### src/rtl/if_id_stage_ctrl.sv
// Fetch-side pipeline control: PC register, IF/ID register, jal link capture,
// stall/flush counters and a stall watchdog.
module if_id_stage_ctrl #(
    parameter int                 WIDTH       = 32,
    parameter logic [WIDTH-1:0]   RESET_PC    = '0,
    parameter int                 STALL_LIMIT = 16,
    parameter int                 CNT_W       = 16
) (
    input  logic             Clk,
    input  logic             Reset_n,
    input  logic             PC_Write,
    input  logic             IF_ID_Write,
    input  logic             IF_Flush,
    input  logic             jal_Control,
    input  logic             redirect,
    input  logic [WIDTH-1:0] branch_target,
    input  logic [WIDTH-1:0] Instr_IF,
    input  logic             Cnt_Clr,
    output logic [WIDTH-1:0] PC_IF,
    output logic [WIDTH-1:0] Instr_ID,
    output logic [WIDTH-1:0] PCPlus4_ID,
    output logic             Valid_ID,
    output logic [WIDTH-1:0] Link_PC,
    output logic             Link_Valid,
    output logic [CNT_W-1:0] Stall_Cnt,
    output logic [CNT_W-1:0] Flush_Cnt,
    output logic             Deadlock
);

    localparam int LEN_W = $clog2(STALL_LIMIT + 1);
    localparam logic [LEN_W-1:0] LIMIT   = LEN_W'(STALL_LIMIT);
    localparam logic [CNT_W-1:0] CNT_MAX = {CNT_W{1'b1}};

    typedef enum logic [1:0] {
        RUN,
        STALLED,
        HUNG
    } state_t;

    state_t           state, state_n;
    logic [LEN_W-1:0] stall_len, stall_len_n;
    logic             dl_set;
    logic             stall;
    logic [WIDTH-1:0] pc_plus4;

    assign stall    = !PC_Write && !IF_ID_Write;
    assign pc_plus4 = PC_IF + WIDTH'(4);

    always_ff @(posedge Clk or negedge Reset_n) begin
        if (!Reset_n) begin
            PC_IF      <= RESET_PC;
            Instr_ID   <= '0;
            PCPlus4_ID <= '0;
            Valid_ID   <= 1'b0;
        end else begin
            if (PC_Write) begin
                PC_IF <= redirect ? branch_target : pc_plus4;
            end
            // A flush bubbles IF/ID even while IF/ID is otherwise held
            if (IF_Flush) begin
                Instr_ID   <= '0;
                PCPlus4_ID <= '0;
                Valid_ID   <= 1'b0;
            end else if (IF_ID_Write) begin
                Instr_ID   <= Instr_IF;
                PCPlus4_ID <= pc_plus4;
                Valid_ID   <= 1'b1;
            end
        end
    end

    always_ff @(posedge Clk or negedge Reset_n) begin
        if (!Reset_n) begin
            Link_PC    <= '0;
            Link_Valid <= 1'b0;
        end else begin
            Link_Valid <= jal_Control;
            if (jal_Control) begin
                Link_PC <= PCPlus4_ID;
            end
        end
    end

    always_ff @(posedge Clk or negedge Reset_n) begin
        if (!Reset_n) begin
            Stall_Cnt <= '0;
            Flush_Cnt <= '0;
            Deadlock  <= 1'b0;
        end else if (Cnt_Clr) begin
            Stall_Cnt <= '0;
            Flush_Cnt <= '0;
            Deadlock  <= 1'b0;
        end else begin
            if (!PC_Write && Stall_Cnt != CNT_MAX) begin
                Stall_Cnt <= Stall_Cnt + 1'b1;
            end
            if (IF_Flush && Flush_Cnt != CNT_MAX) begin
                Flush_Cnt <= Flush_Cnt + 1'b1;
            end
            if (dl_set) begin
                Deadlock <= 1'b1;
            end
        end
    end

    always_ff @(posedge Clk or negedge Reset_n) begin
        if (!Reset_n) begin
            state     <= RUN;
            stall_len <= '0;
        end else begin
            state     <= state_n;
            stall_len <= stall_len_n;
        end
    end

    always_comb begin
        state_n     = state;
        stall_len_n = stall_len;
        dl_set      = 1'b0;
        unique case (state)
            RUN: begin
                if (stall) begin
                    state_n     = STALLED;
                    stall_len_n = LEN_W'(1);
                end
            end
            STALLED: begin
                if (!stall) begin
                    state_n     = RUN;
                    stall_len_n = '0;
                end else begin
                    stall_len_n = stall_len + LEN_W'(1);
                    if (stall_len + LEN_W'(1) == LIMIT) begin
                        state_n = HUNG;
                        dl_set  = 1'b1;
                    end
                end
            end
            HUNG: begin
                // Stays hung without re-flagging until the stall breaks
                if (!stall) begin
                    state_n     = RUN;
                    stall_len_n = '0;
                end
            end
            default: begin
                state_n     = RUN;
                stall_len_n = '0;
            end
        endcase
    end

endmodule

### config.mk
export PLATFORM = sky130hd
export DESIGN_NAME = if_id_stage_ctrl
export DESIGN_NICKNAME = d
export VERILOG_FILES = /design/src/rtl/if_id_stage_ctrl.sv
export SDC_FILE = /design/constraint.sdc
export NUM_CORES = 1
export LEC_CHECK = 0
export BUFFER_PORTS_ARGS = -buffer_cell sky130_fd_sc_hd__buf_4
export CAP_MARGIN = 20
export CORE_UTILIZATION = 52
export CTS_CLUSTER_SIZE = 28
export DETAILED_ROUTE_END_ITERATION = 6
export PLACE_DENSITY = 0.89
export SLEW_MARGIN = 20
export SYNTH_ARGS = -nofsm -noshare
export SYNTH_HDL_FRONTEND = slang
export SYNTH_SLANG_ARGS = --single-unit
### constraint.sdc
create_clock -name Clk -period 2.3 [get_ports Clk]
set_clock_uncertainty 0.05 [all_clocks]
set_input_delay 0.575 -clock Clk [delete_from_list [all_inputs] [get_ports Clk]]
set_output_delay 0.575 -clock Clk [all_outputs]
set_load 0.01 [all_outputs]
==> impl_metrics.csv <==
group,metric,value,unit
status,outcome,"finished, final reports clean",
setup_path,critPathCaptureType,"register",
detailed_routing,drc,0,
setup_path,required,2.57,ns
logic_synthesis,synth_fp_nets,862,
setup_path,worstPathMaxFanout,7,
logic_synthesis,ys_seq_elements,170,
setup_path,r2r_end,"PCPlus4_ID[27]",
global_routing,grt_usage,26.8,%
finish,n_antenna_cell,0,
logic_synthesis,synth_adder_area_share,0.764,%
placed_design,dpl-instance-area,10200,µm²
die,dieArea,16300,µm²
sta,max_freq,0.464,GHz
detailed_routing,vias,7075,
clock_network,clk_latency,0.42,ns
clock_network,htreeDepth,4,
logic_synthesis,synthXorXnorAreaFrac,5.56,%
detailed_routing,via_per_inst,5.74,
worst_hold_path,hp-class,"input pin to asynchronous set/reset pin",
clock_network,post_cts_buffers,0,
setup_path,rr_worst_depth,5,
logic_synthesis,synth_top_family_by_area,"simple AND/OR/NAND/NOR gates",
sta,finalSetupViolations,0,
logic_synthesis,postSynthCellCount,785,
logic_synthesis,seq_area_frac_synth,51.9,%
logic_synthesis,synth_ff_type,"dfrtp_1",
finish,final_area,10900,µm²
die,num_rows,45,
setup_path,rrSetupSlack,0.15,ns
placed_design,io_buffers,234,
global_routing,grt_pass1_wl,33800,µm
clock_network,clkTransAtPathRegs,0.06,ns
setup_path,path_cells,"nand3_2 > or4_4 > nor4_4 > xnor2_1 > a211oi_2",
finish,layout.cells.non_filler,1232,
power_and_ir_drop,p_leak,5.11,nW
clock_network,cts_max_path_buffers,2,
clock_network,cts-root-buf,"clkbuf_16",
global_routing,grt_max_degree,97,
clock_network,cts_inserted_buffers,17,
die,chipHeight,128,µm
sta,rsz0062_at_grt,"no",
clock_network,cts_tree,"built",
logic_synthesis,synth_compound_area_share,11.1,%
sta,slew_violations,0,
global_routing,antenna_found_initial,0,
setup_path,crit_slowest_cell,"or4_4",
sta,hold_violations,0,
placed_design,place.gp.congestion,0.860,
placed_design,dp_cells,1202,
power_and_ir_drop,powerDensity,731,nW/µm²
setup_path,startpoint_type,"register",
logic_synthesis,ys_warn_count,0,
clock_network,cts_sinks,170,
detailed_routing,detail-route-antenna-nets,0,
global_routing,first_global_vias,6477,
power_and_ir_drop,peakVddDrop,0.000585,V
die,start_util,53.5,%
setup_path,crit_type,"register to register",
setup_path,crit_family,"simple AND/OR/NAND/NOR gates",
setup_path,critical_path.max_stage_delay,0.60,ns
sta,fin_crit,2.15,ns
die,core,15300,µm²
detailed_routing,dr.pass1.iters,5,
logic_synthesis,syn_area,8190,µm²
logic_synthesis,synth_cell_type_count,60,
detailed_routing,wire_per_inst,17.8,µm
sta,worstMarginPinSlew,0.526,ns
die,io-pin-count,235,
sta,timing.final.crit_share,93.6,%
global_routing,grt_overflow,0,
logic_synthesis,yosys.area_share.simple,18.1,%
finish,fin_nets,1087,
detailed_routing,drt-initial-drc-count,534,
placed_design,hpwlAfterDp,15500,µm
logic_synthesis,syn_area_per_cell,10.4,µm²
setup_path,cp.buffers_inverters,0,
die,die_w,128,µm
logic_synthesis,muxShareOfSynthArea,9.56,%
sta,setup_tns,0,ns
finish,syn_to_final_growth,32.6,%
setup_path,crit_arrival,2.42,ns
setup_path,worstReg2RegStart,"PC_IF[17]",
run,drv_cap,0,
detailed_routing,totalWireLength,21900,µm
sta,relSlewSlack,65.0,%
finish,fillers,1136,
logic_synthesis,synthArstFlopShare,100,%
finish,drive_gt1_share,33.4,%
logic_synthesis,synth-edff-count,0,
worst max-delay path by stage:
stage,from,end,cells past startpoint
after detailed placement,PC_IF[4],PC_IF[19],4
after global routing,PC_IF[4],PCPlus4_ID[23],6
after floorplan,PC_IF[2],PCPlus4_ID[20],6
final,PC_IF[17],PCPlus4_ID[27],5
after global placement,PC_IF[2],PCPlus4_ID[26],7
after CTS,PC_IF[7],PCPlus4_ID[29],5
worst reg2reg max path, stage by stage, from the launching register on:
cell and delay, ns:
dfrtp_1 0.47, nand3_2 0.20, or4_4 0.60, nor4_4 0.33, xnor2_1 0.12, a211oi_2 0.27
cell usage after synthesis, drive strengths merged, types with 3 or more instances:
cell type / instances / area share [%]
nand3: 36 / 2.3
or3: 3 / 0.23
a22oi: 15 / 1.4
nand2b: 6 / 0.46
xnor2: 15 / 1.6
mux2: 34 / 4.7
inv: 10 / 0.46
dfrtp: 170 / 52
a21oi: 23 / 1.4
and3: 7 / 0.53
and2: 6 / 0.46
nor2: 122 / 5.6
nor4: 11 / 1.4
buf: 15 / 0.81
or4: 4 / 0.41
clkbuf: 38 / 1.8
nand4b: 4 / 0.43
nor3: 10 / 0.67
nor2b: 3 / 0.23
nand2: 37 / 1.7
o21ai: 32 / 2.0
a22o: 3 / 0.32
o211ai: 5 / 0.46
mux2i: 40 / 4.9
a211oi: 26 / 2.4
o311ai: 7 / 0.75
o2111ai: 3 / 0.32
and4: 7 / 0.75
o22ai: 4 / 0.31
ha: 5 / 0.76
xor2: 37 / 4.0
a311oi: 3 / 0.32
nand4: 23 / 2.1
cells by family (layout without fill, tap and decap cells):
| group | after synthesis | in the layout |
|---|---|---|
| DFF | 170 | 170 |
| and+or+nand+nor | 287 | 287 |
| xor gates and xnor gates | 52 | 52 |
| adders and majority gates | 5 | 5 |
| AOI/OAI and AO/OA | 134 | 134 |
| buffers and inverters | 63 | 299 |
| muxes | 74 | 74 |
flip-flops by register name (all words and copies together) (netlist names):
register,cells
Stall_Cnt,16
Instr_ID,32
Link_Valid,1
PCPlus4_ID,32
Valid_ID,1
Link_PC,32
PC_IF,32
state,2
Deadlock,1
stall_len,5
Flush_Cnt,16
per-stage QoR:
stage / hold WS, ns / utilization, % / setup slack, ns / total power, mW
after global routing: 0.0516 / 70.9 / 0.0173 / 8.26
final: 0.0267 / 70.9 / 0.147 / 7.94
after global placement: 0.427 / 66.8 / 0.325 / 4.92
after floorplan: 0.229 / - / 0.226 / 4.19
after CTS: 0.0372 / 70.8 / 0.134 / 7.98
after detailed placement: 0.438 / 66.8 / 0.219 / 4.97
layout by cell type (no fill, tap or decap), types with 8 or more instances in the layout:
cell type and n:
buf_4 255, dfrtp_1 169, nor2_1 122, mux2i_1 40, nand2_1 37, xor2_1 37
mux2_2 34, nand3_1 34, o21ai_0 31, a211oi_1 25, a21oi_1 23, nand4_1 21
clkbuf_16 17, xnor2_1 15, a22oi_1 15, nor3_1 9, inv_1 8
layer usage:
layer | part of all wire [%] | global-route usage (%)
met5 | 0 | 0
met1 | 42 | 35.6
met3 | 7.3 | 4.90
met2 | 49 | 44.0
met4 | 2.3 | 9.80
final cells by class:
class / count / area, µm² / share of cell area [%]
multi-input cells: 552 / 3700 / 34.1
inverters: 10 / 37.5 / 0.346
flip-flops and latches: 170 / 4260 / 39.2
clock inverters: 7 / 140 / 1.29
clock buffers: 23 / 478 / 4.40
well taps: 211 / 264 / 2.43
repair buffers: 259 / 1990 / 18.3
repair_timing:
item                       CTS  global route
hold buffers                 0             0
resized for setup            0             3
setup endpoints to repair    0             3
power by group:
group | switching [mW] | leakage (nW) | total (mW) | internal (mW)
combinational | 0.713 | 2.61 | 1.41 | 0.696
sequential | 0.289 | 2.20 | 3.53 | 3.24
clock | 1.12 | 0.295 | 3.01 | 1.89
total | 2.12 | 5.11 | 7.94 | 5.83
(Power assumes the default switching activity.)
